`config.mk`:
```
export PLATFORM = sky130hd
export DESIGN_NAME = mem_access_unit
export DESIGN_NICKNAME = d
export VERILOG_FILES = /design/src/rtl/mem_access_unit.sv
export SDC_FILE = /design/constraint.sdc
export NUM_CORES = 1
export LEC_CHECK = 0
export BUFFER_PORTS_ARGS = -buffer_cell sky130_fd_sc_hd__buf_2
export CELL_PAD_IN_SITES_DETAIL_PLACEMENT = 1
export CELL_PAD_IN_SITES_GLOBAL_PLACEMENT = 1
export CORE_MARGIN = 3
export CORE_UTILIZATION = 40
export CTS_CLUSTER_SIZE = 28
export DETAILED_ROUTE_END_ITERATION = 7
export PLACE_DENSITY = 0.8
export SLEW_MARGIN = 20
export SYNTH_ARGS = -nofsm -noshare
export SYNTH_HDL_FRONTEND = slang
export SYNTH_SLANG_ARGS = --single-unit
```
`constraint.sdc`:
```
create_clock -name clk -period 3.35 [get_ports clk]
set_clock_uncertainty 0.15 [all_clocks]
set_input_delay 0.5025 -clock clk [delete_from_list [all_inputs] [get_ports clk]]
set_output_delay 0.5025 -clock clk [all_outputs]
set_load 0.03 [all_outputs]
```
`src/rtl/mem_access_unit.sv`:
```
// mem_access_unit
// Load/store initiator between the CPU execute stage and a byte-addressed
// data memory. Accepts one request at a time, drives the memory bus from
// registers, splits misaligned halfwords into two byte accesses (big-endian),
// extends byte loads and flags out-of-range addresses.
//
// Ports:
//   clk, rst                 clock, asynchronous active-high reset
//   req_valid / req_ready    request handshake (ready only in IDLE)
//   req_we, req_size         store/load, byte/halfword
//   req_signed               sign-extend byte loads
//   req_addr, req_wdata      byte address, store data
//   resp_valid               one-cycle completion pulse
//   resp_rdata, resp_err     load result, range error
//   mem_rw, mem_addr         memory write enable, byte address
//   mem_wdata, mem_memc      memory write data, size (0 = byte, 1 = halfword)
//   mem_rdata                memory read data (combinational from mem_addr)
module mem_access_unit #(
   parameter int unsigned MEM_BYTES = 64
) (
   input  logic        clk,
   input  logic        rst,
   input  logic        req_valid,
   output logic        req_ready,
   input  logic        req_we,
   input  logic        req_size,
   input  logic        req_signed,
   input  logic [15:0] req_addr,
   input  logic [15:0] req_wdata,
   output logic        resp_valid,
   output logic [15:0] resp_rdata,
   output logic        resp_err,
   output logic        mem_rw,
   output logic [15:0] mem_addr,
   output logic [15:0] mem_wdata,
   output logic        mem_memc,
   input  logic [15:0] mem_rdata
);

   localparam int unsigned AW = 16;
   localparam int unsigned DW = 16;
   localparam int unsigned BW = 8;
   // One extra bit so addr+1 cannot wrap when checking the range
   localparam logic [AW:0] ADDR_LIMIT = (AW+1)'(MEM_BYTES);

   typedef enum logic [1:0] {
      IDLE = 2'd0,
      ACC1 = 2'd1,
      ACC2 = 2'd2,
      RESP = 2'd3
   } state_t;

   state_t state_q, state_d;

   // Latched request
   logic          we_q;
   logic          size_q;
   logic          sgn_q;
   logic          split_q;
   logic [AW-1:0] addr_q;
   logic [BW-1:0] wdata_lo_q;

   // High result byte of a split load, captured in ACC1
   logic [BW-1:0] hi_q, hi_d;

   // Next values of the registered outputs
   logic          req_ready_d;
   logic          resp_valid_d;
   logic          resp_err_d;
   logic [DW-1:0] resp_rdata_d;
   logic          mem_rw_d;
   logic [AW-1:0] mem_addr_d;
   logic [DW-1:0] mem_wdata_d;
   logic          mem_memc_d;

   // Request classification, used only while IDLE
   logic accept_c;
   logic range_err_c;
   logic split_c;

   always_comb begin
      accept_c    = (state_q == IDLE) && req_valid;
      range_err_c = ({1'b0, req_addr} >= ADDR_LIMIT) ||
                    (req_size && (({1'b0, req_addr} + (AW+1)'(1)) >= ADDR_LIMIT));
      split_c     = req_size && req_addr[0];
   end

   // Next-state and next-output logic
   always_comb begin
      state_d      = state_q;
      hi_d         = hi_q;
      resp_valid_d = 1'b0;
      resp_err_d   = 1'b0;
      resp_rdata_d = '0;
      mem_rw_d     = 1'b0;
      mem_addr_d   = '0;
      mem_wdata_d  = '0;
      mem_memc_d   = 1'b0;

      case (state_q)
         IDLE: begin
            if (req_valid) begin
               if (range_err_c) begin
                  state_d      = RESP;
                  resp_valid_d = 1'b1;
                  resp_err_d   = 1'b1;
               end else begin
                  // First access is driven from the incoming request
                  state_d    = ACC1;
                  mem_rw_d   = req_we;
                  mem_addr_d = req_addr;
                  mem_memc_d = req_size && !req_addr[0];
                  if (!req_size)
                     mem_wdata_d = {8'h00, req_wdata[7:0]};
                  else if (split_c)
                     mem_wdata_d = {8'h00, req_wdata[15:8]};
                  else
                     mem_wdata_d = req_wdata;
               end
            end
         end

         ACC1: begin
            if (split_q) begin
               state_d     = ACC2;
               hi_d        = mem_rdata[7:0];
               mem_rw_d    = we_q;
               mem_addr_d  = AW'(addr_q + AW'(1));
               mem_wdata_d = {8'h00, wdata_lo_q};
            end else begin
               state_d      = RESP;
               resp_valid_d = 1'b1;
               if (!we_q) begin
                  if (size_q)
                     resp_rdata_d = mem_rdata;
                  else
                     resp_rdata_d = {{BW{mem_rdata[7] & sgn_q}}, mem_rdata[7:0]};
               end
            end
         end

         ACC2: begin
            state_d      = RESP;
            resp_valid_d = 1'b1;
            if (!we_q)
               resp_rdata_d = {hi_q, mem_rdata[7:0]};
         end

         RESP: begin
            state_d = IDLE;
         end

         default: begin
            state_d = IDLE;
         end
      endcase

      req_ready_d = (state_d == IDLE);
   end

   // State and output registers
   always_ff @(posedge clk or posedge rst) begin
      if (rst) begin
         state_q    <= IDLE;
         hi_q       <= '0;
         req_ready  <= 1'b1;
         resp_valid <= 1'b0;
         resp_err   <= 1'b0;
         resp_rdata <= '0;
         mem_rw     <= 1'b0;
         mem_addr   <= '0;
         mem_wdata  <= '0;
         mem_memc   <= 1'b0;
      end else begin
         state_q    <= state_d;
         hi_q       <= hi_d;
         req_ready  <= req_ready_d;
         resp_valid <= resp_valid_d;
         resp_err   <= resp_err_d;
         resp_rdata <= resp_rdata_d;
         mem_rw     <= mem_rw_d;
         mem_addr   <= mem_addr_d;
         mem_wdata  <= mem_wdata_d;
         mem_memc   <= mem_memc_d;
      end
   end

   // Request latch, loaded on acceptance
   always_ff @(posedge clk or posedge rst) begin
      if (rst) begin
         we_q       <= 1'b0;
         size_q     <= 1'b0;
         sgn_q      <= 1'b0;
         split_q    <= 1'b0;
         addr_q     <= '0;
         wdata_lo_q <= '0;
      end else if (accept_c) begin
         we_q       <= req_we;
         size_q     <= req_size;
         sgn_q      <= req_signed;
         split_q    <= split_c;
         addr_q     <= req_addr;
         wdata_lo_q <= req_wdata[7:0];
      end
   end

endmodule

```
==> summary.txt <==
Detailed routing
  – Drt total wl: 10500 um
  – WL per Instance: 17.2 um
  – DRT antenna net count: 0
  – # DRC: 0
  – Vias: 3100
  – DR iter-0 viols: 53
  – Avg Vias per Cell: between 5 and 6
  – TritonRoute pass-1 iters: 4

Logic synthesis
  – Synth async-reset ratio: 1.00
  – Number of synthesized flops with an enable pin: 0
  – Synth top area share: 0.569
  – Synthesis Warnings: 0
  – Post-synthesis sequential area ratio: 0.576
  – Post-synthesis register bit count: 91
  – Syn Area/Cell: 10.8 um^2
  – Synth Flop Type: dfrtp_1
  – Post-synthesis cell area: 3960 um^2
  – Post-Syn Instances: 366
  – Distinct cells, synth: 40
  – Syn_nets: 425
  – Synth area leader: dfrtp_1
  – Top cells by area, synth: dfrtp_1, nand2_1, mux2_2

Clock network
  – Skew-Pair Late Insertion Delay: about 0.36 ns
  – Hold_buf cts: 0
  – Root Buffer: clkbuf_8
  – CTS buffer count: 9
  – Clk sinks: 91
  – Htree depth: 3
  – Post-CTS Setup Inserts: 0
  – Clock Tree Buf Depth: 2
  – CTS tree: built
  – Clock slew at reported path FFs: roughly 0.090 ns
  – Post-CTS sizing: 0

Hold path
  – Hold Path Class: in2async

Global routing
  – Initial antenna violation count: 0
  – Wire length of the first global-routing pass: 17100 um
  – Total GRT Usage: 0.195
  – Largest net degree at the start of global routing: 50
  – Overflow after GRT: 0
  – Vias in the first global route: 3383

Status
  – Status: finished, final reports clean

Placement
  – DPL Wire Length: roughly 7800 um
  – Input/output buffers: 106
  – Final Wtd Congestion: 0.873

Cells and area
  – Most frequent cells in the layout: buf_2, dfrtp_1, nand2_1, a21oi_1, inv_1
  – Filler cells: approximately 1100
  – Diode count: 0
  – Reg area: 2280 um^2
  – Layout cells sized above 1: 0.338
  – Multi-input gate area: ~1500 um^2
  – Leading cell type in the layout, fill and taps excluded: buf_2
  – Post-layout util: 0.515
  – Layout Nets: 534
  – Area growth syn-to-layout: 22.7%

Floorplan
  – Core Area: 9420 um^2
  – Starting density of the core: 0.420
  – Num ports: 107
  – Rows: 35
  – Die area: 11100 um^2
  – Die Wd: 105 um
  – Die H: 105 um

STA
  – RSZ-0062 raised after global routing: no
  – Pins over their slew limit: 0
  – Final period util: 0.766
  – Final Hold Violating Endpoints: 0
  – Max frequency: 0.390 GHz
  – # setup viols final: 0
  – Worst slew margin: 0.338
  – Final Critical Period: 2.57 ns
  – Total Negative Setup Slacks: 0 ns
  – Worst-Margin Slew: 0.993 ns

Worst setup path
  – CP Max Fanout: 14
  – Crit path kind: in2reg
  – Crit. Startpoint: req_addr[8]
  – Crit path DAT: around 2.7 ns
  – Startpoint types: primary input
  – CP Capture Type: flop
  – Worst r2r src: state_q[0]
  – Worst path required time: 3.45 ns

Power
  – Max VDD drop: about 0.34 mV
  – Pwr dens: just under 800 nW/um^2
  – LEAKAGE: 2.55 nW

Job
  – Max-Cap Viols: 0
-- synthesized netlist by cell type (all sizes together) (2+ instances only) --
library cell and count:
a211o 2, a21oi 24, and2 17, and3 8, and3b 2, buf 4
clkbuf 9, dfrtp 90, ha 5, inv 20, mux2 18, mux2i 8
nand2 59, nand2b 3, nand3 11, nand4 4, nor2 13, nor2b 11
nor3 4, o211ai 2, o21ai 21, o22ai 5, or3 3, xnor2 5
xor2 7
-- worst paths after layout --
check / slack, ns / depth (start not counted) / end
setup reg to reg: 1.07 / 5 / addr_q[9]
setup / recovery: 0.78 / 7 / mem_addr[5]
hold / removal: 0.07 / 2 / mem_rw
min in group clk: 0.19 / 3 / hi_q[0]
max in group asynchronous: 2.19 / 3 / req_ready
hold reg to reg: 0.34 / 2 / hi_q[5]
-- cells by family after synthesis --
family,share of synthesized area
compound gates,0.102
xor+xnor,0.0266
fa+ha+maj,0.0158
buf+inv,0.0338
flops,0.576
mux,0.0715
simple gates,0.174
-- sequential cells by signal (all words and copies together) (netlist names) --
signal      flops
sgn_q           1
state_q         2
mem_memc        1
we_q            1
resp_err        1
req_ready       1
wdata_lo_q      8
mem_addr       16
resp_rdata     16
mem_rw          1
hi_q            8
split_q         1
addr_q         16
mem_wdata      16
resp_valid      1
size_q          1
-- report_power, final --
part	switching (mW)	leakage, nW	internal, mW
Sequential	0.236	1.19	1.44
Combinational	0.785	1.24	0.491
Clock	0.408	0.116	0.428
-- worst max-delay path, stage by stage --
cell and delay, ns:
buf_2 0.11, or4_1 0.52, nor2_1 0.19, nand2_1 0.12, a221oi_2 0.33, o2111ai_2 0.54, o22ai_2 0.35
-- area by class of cell --
class	instances	area share
Timing Repair Buffer	111	0.117
Inverter	20	0.0160
Tap cell	129	0.0333
Sequential cell	91	0.470
Multi-Input combinational cell	242	0.318
Clock buffer	9	0.0255
Clock inverter	7	0.0204
-- stage by stage --
stage	instance area [um^2]	std cells	hold WS [ns]	power (mW)	setup slack [ns]
floorplan	3960	366	0.294	2.56	0.336
global placement	4630	593	0.303	2.90	0.521
detailed placement	4630	593	0.316	2.98	0.409
CTS	4850	609	0.0831	3.82	0.789
global route	4850	609	0.113	4.03	0.579
finish	4850	609	0.0712	3.79	0.785
-- routing by layer --
metal  global-route usage  vias to the layer above  routed length, um
li1                     -                     1443                  -
met1                0.243                     1573               4500
met2                0.335                       71               5330
met3               0.0416                       13                502
met4               0.0647                        0                157
met5                    0                        -                  0
No activity file was read; power rests on OpenSTA's default activity.
